## src/rtl/fft_pkg.sv

```systemverilog
// Shared types and constants for the radix-2 FFT butterfly scheduler.
// Latency: n/a (package only).
// Backpressure: n/a.
package fft_pkg;

  // Scheduler FSM states
  typedef enum logic [1:0] {
    ST_IDLE  = 2'd0,
    ST_RUN   = 2'd1,
    ST_DRAIN = 2'd2,
    ST_DONE  = 2'd3
  } bf_state_e;

  localparam int FFT_LOG2_256  = 8;
  localparam int FFT_LOG2_1024 = 10;
  localparam int TW_N          = 1024;
  localparam int N4            = 256;
  localparam int STAGE_W       = 4;

  // Index of the final stage for the selected transform size
  function automatic int last_stage(input logic big);
    return big ? (FFT_LOG2_1024 - 1) : (FFT_LOG2_256 - 1);
  endfunction

  // Butterflies per stage (N/2) for the selected transform size
  function automatic int half_pts(input logic big);
    return big ? (TW_N / 2) : (N4 / 2);
  endfunction

endpackage

```

## src/rtl/fft_bf_addr_gen.sv

```systemverilog
// Butterfly address and twiddle exponent generator for one (counter, stage) pair.
// Latency: purely combinational, registered by the caller.
// Backpressure: none; outputs follow inputs.
module fft_bf_addr_gen
  import fft_pkg::*;
#(
  parameter int ADDR_W = 10
) (
  input  logic [ADDR_W-2:0]  c_i,
  input  logic [STAGE_W-1:0] stage_i,
  output logic [ADDR_W-1:0]  addr_a_o,
  output logic [ADDR_W-1:0]  addr_b_o,
  output logic [ADDR_W-1:0]  tw_idx_o
);

  logic [ADDR_W-1:0]  cw;
  logic [ADDR_W-1:0]  h;
  logic [ADDR_W-1:0]  mask;
  logic [STAGE_W-1:0] tw_sh;

  // Insert a zero at bit 'stage' of c for leg A; leg B sets that bit.
  // The twiddle exponent is the low 'stage' bits of c scaled to the 1024-point circle.
  always_comb begin
    cw       = {1'b0, c_i};
    h        = ADDR_W'(1) << stage_i;
    mask     = h - ADDR_W'(1);
    addr_a_o = ((cw & ~mask) << 1) | (cw & mask);
    addr_b_o = addr_a_o | h;
    tw_sh    = STAGE_W'(ADDR_W - 1) - stage_i;
    tw_idx_o = (cw & mask) << tw_sh;
  end

endmodule

```

## src/rtl/fft_bf_scheduler.sv

```systemverilog
// Sequences all butterflies of an in-place radix-2 DIT FFT (256 or 1024 points).
// Latency: first address set one cycle after start; all outputs registered.
// Backpressure: address set holds until bf_ready; DRAIN_CYCLES bubble after each stage.
module fft_bf_scheduler
  import fft_pkg::*;
#(
  parameter int ADDR_W       = 10,
  parameter int DRAIN_CYCLES = 4
) (
  input  logic               clk,
  input  logic               rst,
  input  logic               start,
  input  logic               is_1024,
  input  logic               bf_ready,
  output logic               bf_valid,
  output logic [ADDR_W-1:0]  addr_a,
  output logic [ADDR_W-1:0]  addr_b,
  output logic [ADDR_W-1:0]  tw_idx,
  output logic               size_1024,
  output logic [STAGE_W-1:0] stage,
  output logic               last_bf,
  output logic               busy,
  output logic               done
);

  localparam int CW = ADDR_W - 1;
  localparam int DW = (DRAIN_CYCLES > 1) ? $clog2(DRAIN_CYCLES) : 1;

  bf_state_e          state_q, state_d;
  logic [CW-1:0]      c_q, c_d;
  logic [STAGE_W-1:0] stage_q, stage_d;
  logic [DW-1:0]      drain_q, drain_d;
  logic               size_q, size_d;

  logic               bf_valid_q, busy_q, done_q, last_bf_q;
  logic [ADDR_W-1:0]  addr_a_q, addr_b_q, tw_idx_q;

  logic [ADDR_W-1:0]  gen_a, gen_b, gen_tw;
  logic [CW-1:0]      c_last_q, c_last_d;
  logic [STAGE_W-1:0] stage_last_q;
  logic               accept;
  logic               run_d;

  // Addresses are generated from next-state counters so the registered set lines up with state
  fft_bf_addr_gen #(
    .ADDR_W(ADDR_W)
  ) u_addr_gen (
    .c_i      (c_d),
    .stage_i  (stage_d),
    .addr_a_o (gen_a),
    .addr_b_o (gen_b),
    .tw_idx_o (gen_tw)
  );

  // Per-size limits and handshake qualification
  always_comb begin
    c_last_q     = CW'(half_pts(size_q) - 1);
    c_last_d     = CW'(half_pts(size_d) - 1);
    stage_last_q = STAGE_W'(last_stage(size_q));
    accept       = bf_valid_q & bf_ready;
    run_d        = (state_d == ST_RUN);
  end

  // Next-state logic for FSM, butterfly counter, stage counter, drain counter and size latch
  always_comb begin
    state_d = state_q;
    c_d     = c_q;
    stage_d = stage_q;
    drain_d = drain_q;
    size_d  = size_q;
    case (state_q)
      ST_IDLE: begin
        if (start) begin
          state_d = ST_RUN;
          c_d     = '0;
          stage_d = '0;
          drain_d = '0;
          size_d  = is_1024;
        end
      end
      ST_RUN: begin
        if (accept) begin
          if (c_q == c_last_q) begin
            c_d = '0;
            if (DRAIN_CYCLES == 0) begin
              // No bubble: roll directly into the next stage
              if (stage_q == stage_last_q) begin
                state_d = ST_DONE;
              end else begin
                stage_d = stage_q + 1'b1;
              end
            end else begin
              state_d = ST_DRAIN;
              drain_d = '0;
            end
          end else begin
            c_d = c_q + 1'b1;
          end
        end
      end
      ST_DRAIN: begin
        if (drain_q == DW'(DRAIN_CYCLES - 1)) begin
          drain_d = '0;
          if (stage_q == stage_last_q) begin
            state_d = ST_DONE;
          end else begin
            state_d = ST_RUN;
            stage_d = stage_q + 1'b1;
            c_d     = '0;
          end
        end else begin
          drain_d = drain_q + 1'b1;
        end
      end
      ST_DONE: begin
        state_d = ST_IDLE;
        stage_d = '0;
        c_d     = '0;
      end
      default: begin
        state_d = ST_IDLE;
      end
    endcase
  end

  // State and registered outputs; reset abandons any transform in flight without a done pulse
  always_ff @(posedge clk) begin
    if (rst) begin
      state_q    <= ST_IDLE;
      c_q        <= '0;
      stage_q    <= '0;
      drain_q    <= '0;
      size_q     <= 1'b0;
      bf_valid_q <= 1'b0;
      busy_q     <= 1'b0;
      done_q     <= 1'b0;
      last_bf_q  <= 1'b0;
      addr_a_q   <= '0;
      addr_b_q   <= '0;
      tw_idx_q   <= '0;
    end else begin
      state_q    <= state_d;
      c_q        <= c_d;
      stage_q    <= stage_d;
      drain_q    <= drain_d;
      size_q     <= size_d;
      bf_valid_q <= run_d;
      busy_q     <= run_d || (state_d == ST_DRAIN);
      done_q     <= (state_d == ST_DONE);
      last_bf_q  <= run_d && (c_d == c_last_d);
      addr_a_q   <= run_d ? gen_a  : '0;
      addr_b_q   <= run_d ? gen_b  : '0;
      tw_idx_q   <= run_d ? gen_tw : '0;
    end
  end

  assign bf_valid  = bf_valid_q;
  assign addr_a    = addr_a_q;
  assign addr_b    = addr_b_q;
  assign tw_idx    = tw_idx_q;
  assign size_1024 = size_q;
  assign stage     = stage_q;
  assign last_bf   = last_bf_q;
  assign busy      = busy_q;
  assign done      = done_q;

endmodule

```

## config.mk

```make
export PLATFORM = sky130hd
export DESIGN_NAME = fft_bf_scheduler
export DESIGN_NICKNAME = d
export VERILOG_FILES = /design/src/rtl/fft_pkg.sv /design/src/rtl/fft_bf_addr_gen.sv /design/src/rtl/fft_bf_scheduler.sv
export SDC_FILE = /design/constraint.sdc
export NUM_CORES = 1
export LEC_CHECK = 0
export BUFFER_PORTS_ARGS = -buffer_cell sky130_fd_sc_hd__clkbuf_2
export CAP_MARGIN = 20
export CORE_UTILIZATION = 62
export DETAILED_ROUTE_END_ITERATION = 10
export PLACE_DENSITY = 0.86
export SLEW_MARGIN = 25
export SYNTH_ARGS = -nofsm -noshare
export SYNTH_HDL_FRONTEND = slang
export SYNTH_HIERARCHICAL = 1
export SYNTH_SLANG_ARGS = --single-unit
```

## constraint.sdc

```tcl
create_clock -name clk -period 6.59 [get_ports clk]
set_clock_uncertainty 0.05 [all_clocks]
set_input_delay 0.659 -clock clk [delete_from_list [all_inputs] [get_ports clk]]
set_output_delay 0.659 -clock clk [all_outputs]
set_load 0.005 [all_outputs]
```

**Yosys cells after proc, flatten, opt, wreduce, memory -nomap -nowiden**

Index checks and enable logic that the tools add are counted.

- Word-level logic and storage cells: 73
- Bits of input ports: 5
- Output and inout bits: 39
- Register bits: 52

- Add/subtract/negate cells: 7
- Muxes and demuxes: 26
- Reduce and logical (&&, ||, !) cells: 6
- Bitwise operators: 7
- Shift operators: 2
- Equality and inequality tests: 13

Operator list:

| cell | number |
|---|---|
| 9-bit 2-to-1 mux | 5 |
| 9-bit one-hot mux with 4 select lines | 1 |
| 10-bit OR | 2 |
| 9-bit == test | 2 |
| 2-bit 2-to-1 mux | 9 |
| 9-bit by 1-bit subtractor with 9-bit output, second input constant | 2 |
| 4-bit 2-to-1 mux | 4 |
| 8-bit 2-to-1 mux | 2 |
| 4-bit one-hot mux with 3 select lines | 1 |
| 9-bit by 10-bit AND with 10-bit output | 1 |
| 2-bit == test, second input constant | 5 |
| 1-bit by 4-bit << shifter with 10-bit output, first input constant | 1 |
| 10-bit by 4-bit << shifter with 10-bit output | 1 |
| 10-bit by 1-bit subtractor with 10-bit output, second input constant | 1 |
| 9-bit by 1-bit adder with 9-bit output, second input constant | 1 |
| 9-bit AND | 1 |
| 9-bit inverter | 1 |
| 2-bit one-hot mux with 4 select lines | 1 |
| 2-bit != test, second input constant | 3 |
| 2-bit one-hot mux with 3 select lines | 1 |
| 4-bit by 1-bit adder with 4-bit output, second input constant | 1 |
| 2-bit by 1-bit == test with 1-bit output, second input constant | 2 |
| 4-bit == test | 1 |
| 4-bit AND reduction | 1 |
| 10 further kinds | 11 |

**Depth between registers and ports, before layout**

Gate-level depths: netlist (run 1).

- Depth after elaboration: 11
- Mapped depth: 18
- Mapped depth without buffers: 14

**Hierarchy**

Netlist (run 1), hierarchy kept.

By module, submodules not included:

| module | instances | sequential area each (µm²) | cells each | area each (µm²) |
|---|---|---|---|---|
| fft_bf_scheduler | 1 | 1041.0 | 242 | 2253.4 |
| fft_bf_addr_gen | 1 | 0.0 | 158 | 987.2 |

**Least setup slack after synthesis (run 1)**

Ideal clock, no wire load.

- Kind: register to register
- From: reg stage_q[2] (netlist: stage[2])
- To: reg addr_b_q[4] (netlist: addr_b[4])
- Arrival time: 3399 ps
- Setup slack: 3026 ps
- Period minus slack after synthesis: 3564 ps
- Buffers on the path: 2
- Data required time: 6425 ps
- Cell stages (with the launch flop): 17
- Setup time: 115 ps
- Path through: dfxtp_1 > and4bb_1 > o21ai_1 > nand4_1 > xor2_1 > o21ai_0 > buf_2 > nor4_1 > inv_1 > ha_1 > inv_1 > buf_2 > mux2i_1 > o22ai_1 > a22o_1 > a21o_1 > and2_1

- Cells in the longest elaborated chain, start to end: 10
- Elaborated cells on any way between the ends: 22
- Classes of those cells: add/sub: 2; eq/ne: 2; shift: 1; mux: 10; bitwise: 6; reduce/logical: 1

RTL lines:

| what | line | text |
|---|---|---|
| from (decl) | fft_bf_scheduler.sv:31 | `logic [STAGE_W-1:0] stage_q, stage_d;` |
| from (signal assigned) | fft_bf_scheduler.sv:144 | `stage_q <= stage_d;` |
| 4-bit by 1-bit adder with 4-bit output or 4-bit == test (tied branches) | fft_bf_scheduler.sv:108, fft_bf_scheduler.sv:104 |  |
| 4-bit 2-to-1 mux (*) | fft_bf_scheduler.sv:104 | `if (stage_q == stage_last_q) begin` |
| 4-bit 2-to-1 mux (*) | fft_bf_scheduler.sv:102 | `if (drain_q == DW'(DRAIN_CYCLES - 1)) begin` |
| 4-bit one-hot mux with 3 select lines (*) | fft_bf_scheduler.sv:71 | `case (state_q)` |
| named net stage_d[3] | fft_bf_scheduler.sv:31 |  |
| 1-bit by 4-bit << shifter with 10-bit output (*) | fft_bf_addr_gen.sv:25 | `h = ADDR_W'(1) << stage_i;` |
| 10-bit by 1-bit subtractor with 10-bit output (*) | fft_bf_addr_gen.sv:26 | `mask = h - ADDR_W'(1);` |
| 9-bit inverter | fft_bf_addr_gen.sv:27 | `addr_a_o = ((cw & ~mask) << 1) \| (cw & mask);` |
| 9-bit AND | fft_bf_addr_gen.sv:27 |  |
| 10-bit OR (*) | fft_bf_addr_gen.sv:27 |  |
| named net gen_a[4] | fft_bf_scheduler.sv:38 | `logic [ADDR_W-1:0] gen_a, gen_b, gen_tw;` |
| 10-bit OR (*) | fft_bf_addr_gen.sv:28 | `addr_b_o = addr_a_o \| h;` |
| named net gen_b[4] | fft_bf_scheduler.sv:38 |  |
| to (signal assigned) | fft_bf_scheduler.sv:152 | `addr_b_q <= run_d ? gen_b : '0;` |
| to (decl) | fft_bf_scheduler.sv:36 | `logic [ADDR_W-1:0] addr_a_q, addr_b_q, tw_idx_q;` |

Mark *: on every way through the listed nets, which the timed path passes. The rest lies on a longest branch.
A chain may end at the register's enable or synchronous reset.

**Worst setup path in the final report (run 1)**

- From: reg size_q (netlist: size_1024)
- To: reg tw_idx_q[9] (netlist: tw_idx[9])

- Cells in the longest elaborated chain, start to end: 9
- Elaborated cells on any way between the ends: 26
- Classes of those cells: add/sub: 3; eq/ne: 3; shift: 2; mux: 15; bitwise: 2; reduce/logical: 1

RTL lines:

| what | line | text |
|---|---|---|
| from (decl) | fft_bf_scheduler.sv:33 | `logic size_q, size_d;` |
| from (signal assigned) | fft_bf_scheduler.sv:146 | `size_q <= size_d;` |
| 4-bit 2-to-1 mux (*) | fft_pkg.sv:22 | `return big ? (FFT_LOG2_1024 - 1) : (FFT_LOG2_256 - 1);` |
| 4-bit == test (*) | fft_bf_scheduler.sv:104 |  |
| 4-bit 2-to-1 mux (*) | fft_bf_scheduler.sv:104 |  |
| 4-bit 2-to-1 mux (*) | fft_bf_scheduler.sv:102 |  |
| 4-bit one-hot mux with 3 select lines (*) | fft_bf_scheduler.sv:71 |  |
| named net stage_d[1] | fft_bf_scheduler.sv:31 |  |
| 1-bit by 4-bit << shifter with 10-bit output | fft_bf_addr_gen.sv:25 |  |
| 10-bit by 1-bit subtractor with 10-bit output | fft_bf_addr_gen.sv:26 |  |
| 9-bit by 10-bit AND with 10-bit output | fft_bf_addr_gen.sv:30 | `tw_idx_o = (cw & mask) << tw_sh;` |
| 10-bit by 4-bit << shifter with 10-bit output (*) | fft_bf_addr_gen.sv:30 |  |
| named net gen_tw[9] | fft_bf_scheduler.sv:38 |  |
| to (signal assigned) | fft_bf_scheduler.sv:153 | `tw_idx_q <= run_d ? gen_tw : '0;` |
| to (decl) | fft_bf_scheduler.sv:36 |  |

Marked as above.

==> results of run 1 <==
## area by class of cell
class                   instances  area [µm²]
fillers                       397        1330
clock inverters                 2        35.0
flip-flops and latches         52        1040
clock buffers                   6        72.6
repair buffers                 48         253
inverters                      16        60.1
well taps                      67        83.8
multi-input cells             306        2010
## synth_stat cells (6+ instances only)
cell and count:
nor2_1 27, nand2_1 35, a22oi_1 6, inv_1 15, nand4_1 7, mux2i_1 7, nor3_1 12, and2_1 34
buf_2 13, o21ai_0 13, dfxtp_1 52, xnor2_1 6, nand3_1 14, clkbuf_1 7, ha_1 7, nor2b_1 18
a21oi_1 21
## where the power goes
group          internal (mW)  switching [mW]
registers              0.318         0.00464
clock network          0.113           0.104
logic                 0.0139          0.0250
## layer usage
| layer | up-vias | share of wire | global-route usage |
|---|---|---|---|
| li1 | 1476 | - | - |
| met1 | 1398 | 0.46 | 0.430 |
| met2 | 162 | 0.44 | 0.458 |
| met3 | 14 | 0.080 | 0.0528 |
| met4 | 0 | 0.023 | 0.119 |
| met5 | - | 0 | 0 |
## worst register-to-register path, stage by stage, from the launching register on
cell and delay, ps:
dfxtp_1 440, and4bb_2 270, o21ai_1 270, nand2_1 160, mux2i_1 170, o21ai_1 180
buf_4 270, nor4_1 480, inv_1 90, ha_1 400, inv_1 470, nand3_2 140
a2111oi_2 350, a2111oi_0 110, a22oi_1 210, and2_1 140
## sequential cells by signal (all words and copies together), names as in the netlist
signal / count
last_bf: 1
size_1024: 1
tw_idx: 10
done: 1
addr_a: 10
state_q: 2
drain_q: 2
stage: 4
busy: 1
c_q: 9
bf_valid: 1
addr_b: 10
## logic make-up after synthesis
family,share of synthesized area
AO/OA/AOI/OAI,0.211
adder cells (fa/ha/maj),0.0270
AND/OR/NAND/NOR,0.322
flip-flops,0.321
XOR/XNOR,0.0297
buffers and inverters,0.0606
multiplexers,0.0286
## worst paths after layout
check | startpoint | end | cells past startpoint
max | size_1024 | tw_idx[9] | 15
min | drain_q[1] | drain_q[1] | 2
max reg2reg | size_1024 | tw_idx[9] | 15
min reg2reg | drain_q[1] | drain_q[1] | 2
## through the flow
step	total power [mW]	util	hold WS (ps)
floorplan	0.357	-	420
global placement	0.367	0.706	438
detailed placement	0.368	0.706	444
CTS	0.582	0.728	470
global route	0.599	0.728	492
finish	0.578	0.728	475
==> run metrics, run 1 <==
average cell area after synthesis=8.10 µm²; CTS Root Cell=clkbuf_8; mapped cell area=3240 µm²; Synth Net Count=412; Total Die Area=5520 µm²; clk sinks=52; vias in the first global route=2660; Row Count=25; Distinct cells, synth=74; Area Growth Syn to Fin=9.58%; final setup fails=0; share of the synthesized area in the top cell type=0.321; Placed Cells=489; Die Y-Extent=74.3 µm; hold buffers post-CTS=0; via/cell ratio=6.14; RSZ-0062 raised after global routing=no; Total Neg Setup Slack=0 ps; core region area=4880 µm²; GRT Total Usage=0.303; peak supply drop=0.000156 V; PwrDens=163 nW/µm²; initial antenna violation count=0; DRT Pass-1 Iters=5; most frequent cells in the layout=dfxtp_1, clkbuf_2, nand2_1, and2_1, nor2_1; max_slew headroom=0.381; ant diodes=0; DR WL/cell=15.5 µm; Layout Nets=441; CTS buffer count=5; crit path kind=flop to flop; first-iteration detailed-routing DRC count=442; Final Worst Setup Slack=2340 ps; post-CTS setup buffer count=0; R2R Setup Slk=2340 ps; Vias=3050; max-cap violation count=0; post-route insts no fill=497; cts repair resizes=0; Clock H-tree levels=2; layout cell share with drive strength beyond 1=0.193; Static Leak=1.47 nW; finished layout cell area=3550 µm²; register bit count reported by yosys=52; ratio of final minimum period to clock period=0.645; Yosys top cell by area=dfxtp_1; post-place instance area=3440 µm²; Post-synth ARST share=0; # DRC=0; run status=completed; DRT antenna net count=0; WP data arrival=4460 ps; dpl hpwl=5.35 mm; clock buffer depth=2; IO Count=44; final slew viol count=0; Crit-path slowest cell=nor4_1; type of origin of the critical path=flop; number of synthesized flops with an enable pin=0; maximum fanout along the worst path=21; synth warn=6; first-pass GRT wire length=12.9 mm; Starting Density=0.664; crit-path cells=and4bb_2, o21ai_1, nand2_1, mux2i_1, o21ai_1, buf_4, nor4_1, inv_1, ha_1, inv_1, nand3_2, a2111oi_2, a2111oi_0, a22oi_1, and2_1; grt ovf=0; Seq/Total Area, Yosys=0.321; commonest non-fill, non-tap cell in the layout=dfxtp_1; Critical Path RT=6790 ps; dpl ws=2440 ps; CP peak stage delay=480 ps; total wire length=7.69 mm; clock latency on the worst-skew pair=310 ps; largest net degree at the start of global routing=40; Port Buffers=43; crit end category=flop; Syn Inst Count=400; final hold vios=0; post-layout minimum cycle time=4250 ps; worst hold path type=flop to flop; Chip Width=74.3 µm; GPL Wtd Cong=0.978; CTS tree=built; Clk pin slew, worst setup/hold paths=90 ps; predominant post-synthesis flop cell=dfxtp_1; delay-heaviest family, CP=simple AND/OR/NAND/NOR gates; FMAX=0.235 GHz; synth top area cells=dfxtp_1, and2_1, nand2_1, nor2b_1, a21oi_1; Slew @ Worst Pin=919 ps; Crit path buffers/inverters=3
No activity file was read; power rests on OpenSTA's default activity.
==> inputs of run 2 (changes only) <==
- CORE_UTILIZATION: 62 -> 58
- PLACE_DENSITY: 0.86 -> 0.81
- clock period: 6.59 -> 4.4 ns (I/O delays scaled with it)
==> run 2 against run 1 <==
Via count rose by 0.46%. Sequential share of layout area fell by 0.072 points. Clock-buffer cell count did not move. Power rose by 43%. Die area rose by 6.7%. Clock power rose by 32%. Register-to-register slack got worse by 1700 ps. Critical path depth fell by 1. Sequential power rose by 50%. Flip-flop and latch count did not move. Routed wire length rose by 2.9%. Largest cell class unchanged. Highest routed layer unchanged.
==> run metrics, run 2 (synthesized netlist as in run 1, its figures left out) <==
Total Die Area=5890 µm² (+6.7%); Critical Path RT=4610 ps (-2180 ps); clk sinks=52 (unchanged); Final Worst Setup Slack=606 ps (-1730 ps); Final Util=0.680 (-0.0480); DR WL/cell=15.8 µm (+1.9%); final setup fails=0 (unchanged); Static Leak=1.47 nW (-0.17%); GPL Wtd Cong=0.931 (-4.8%); first-pass GRT wire length=13.4 mm (+3.7%); Port Buffers=43 (unchanged); worst hold path type=primary input to flop; DRT Pass-1 Iters=5 (unchanged); ant diodes=0 (unchanged); post-place instance area=3460 µm² (+0.55%); FMAX=0.264 GHz (+12%); Row Count=26 (+4.0%); # DRC=0 (unchanged); post-CTS setup buffer count=0 (unchanged); Placed Cells=494 (+1.0%); GRT Total Usage=0.281 (-0.0224); grt ovf=0 (unchanged); CTS buffer count=5 (unchanged); Starting Density=0.619 (-0.0454); post-layout minimum cycle time=3790 ps (-460 ps); type of origin of the critical path=flop; CTS tree=built; IO Count=44 (unchanged); crit path kind=flop to flop; commonest non-fill, non-tap cell in the layout=dfxtp_1; core region area=5240 µm² (+7.3%); first-iteration detailed-routing DRC count=374 (-15%); Slew @ Worst Pin=647 ps (-272 ps); final hold vios=0 (unchanged); Chip Width=76.7 µm (+3.3%); run status=completed; clock latency on the worst-skew pair=300 ps (about the same); final slew viol count=0 (unchanged); layout cell share with drive strength beyond 1=0.199 (+0.00605); ratio of final minimum period to clock period=0.862 (+0.217); clock buffer depth=2 (unchanged); CTS Root Cell=clkbuf_8; Final Total Pwr=0.827 mW (+43%); Total Neg Setup Slack=0 ps (unchanged); max_slew headroom=0.566 (+0.185); initial antenna violation count=0 (unchanged); total wire length=7.91 mm (+2.9%); max-cap violation count=0 (unchanged); vias in the first global route=2759 (+3.7%); r2r worst-path depth=14 (-1); dpl ws=650 ps (-1790 ps); Area Growth Syn to Fin=9.85%; Vias=3064 (+0.46%); Clock H-tree levels=2 (unchanged); WP data arrival=4000 ps (-460 ps); dpl hpwl=5.71 mm (+6.9%); PwrDens=232 nW/µm² (+43%); Hold Crit Depth=3 (+1); RSZ-0062 raised after global routing=no; via/cell ratio=6.10 (-0.54%); Die Y-Extent=76.7 µm (+3.3%); Clk pin slew, worst setup/hold paths=90 ps (about the same); FILL cells=451 (+14%); DRT antenna net count=0 (unchanged); post-route insts no fill=502 (+1.0%); Layout Nets=443 (+0.45%); cts repair resizes=0 (unchanged); hold buffers post-CTS=0 (unchanged); finished layout cell area=3560 µm² (+0.25%); peak supply drop=0.000166 V (+6.2%); crit end category=flop; maximum fanout along the worst path=12 (-43%); most frequent cells in the layout=dfxtp_1, clkbuf_2, nand2_1, and2_1, nor2_1; largest net degree at the start of global routing=33 (-18%); final hold slack=386 ps (-88.8 ps)
## run 2: worst paths after layout
path / slack [ps] / startpoint / end
max: 610 / size_1024 / tw_idx[9]
min: 390 / is_1024 / size_1024
max reg2reg: 610 / size_1024 / tw_idx[9]
min reg2reg: 470 / drain_q[1] / drain_q[1]
## run 2: power by group
group,switching [mW],internal (mW)
Sequential,0.00695,0.476
Combinational,0.0366,0.0208
Clock,0.159,0.128
Total,0.202,0.625
## run 2: layer usage
metal | vias to the layer above | wire length (µm) | global-route usage | share of wire
met2 | 147 | 3550 | 0.436 | 0.45
met5 | - | 0 | 0 | 0
li1 | 1482 | - | - | -
met1 | 1415 | 3560 | 0.381 | 0.45
met4 | 0 | 193 | 0.117 | 0.024
met3 | 20 | 607 | 0.0500 | 0.077
## run 2: final cells by class
cell class              instances  area [µm²]  share of cell area
clock inverters                 2        15.0             0.00422
clock buffers                   6        82.6              0.0232
well taps                      70        87.6              0.0246
repair buffers                 50         268              0.0752
inverters                      16        60.1              0.0169
flip-flops and latches         52        1040               0.292
multi-input cells             306        2010               0.563
## run 2: critical path, cell delays in order, from the launching register on
cell       delay (ps)
dfxtp_1           450
and4bb_2          280
o21ai_1           230
nand2_1           150
mux2i_1           170
o21ai_1           220
nor4_1            570
inv_1             110
ha_1              230
inv_1             350
nand3_2           130
a2111oi_2         360
a2111oi_0         110
a22oi_1           190
and2_1            140
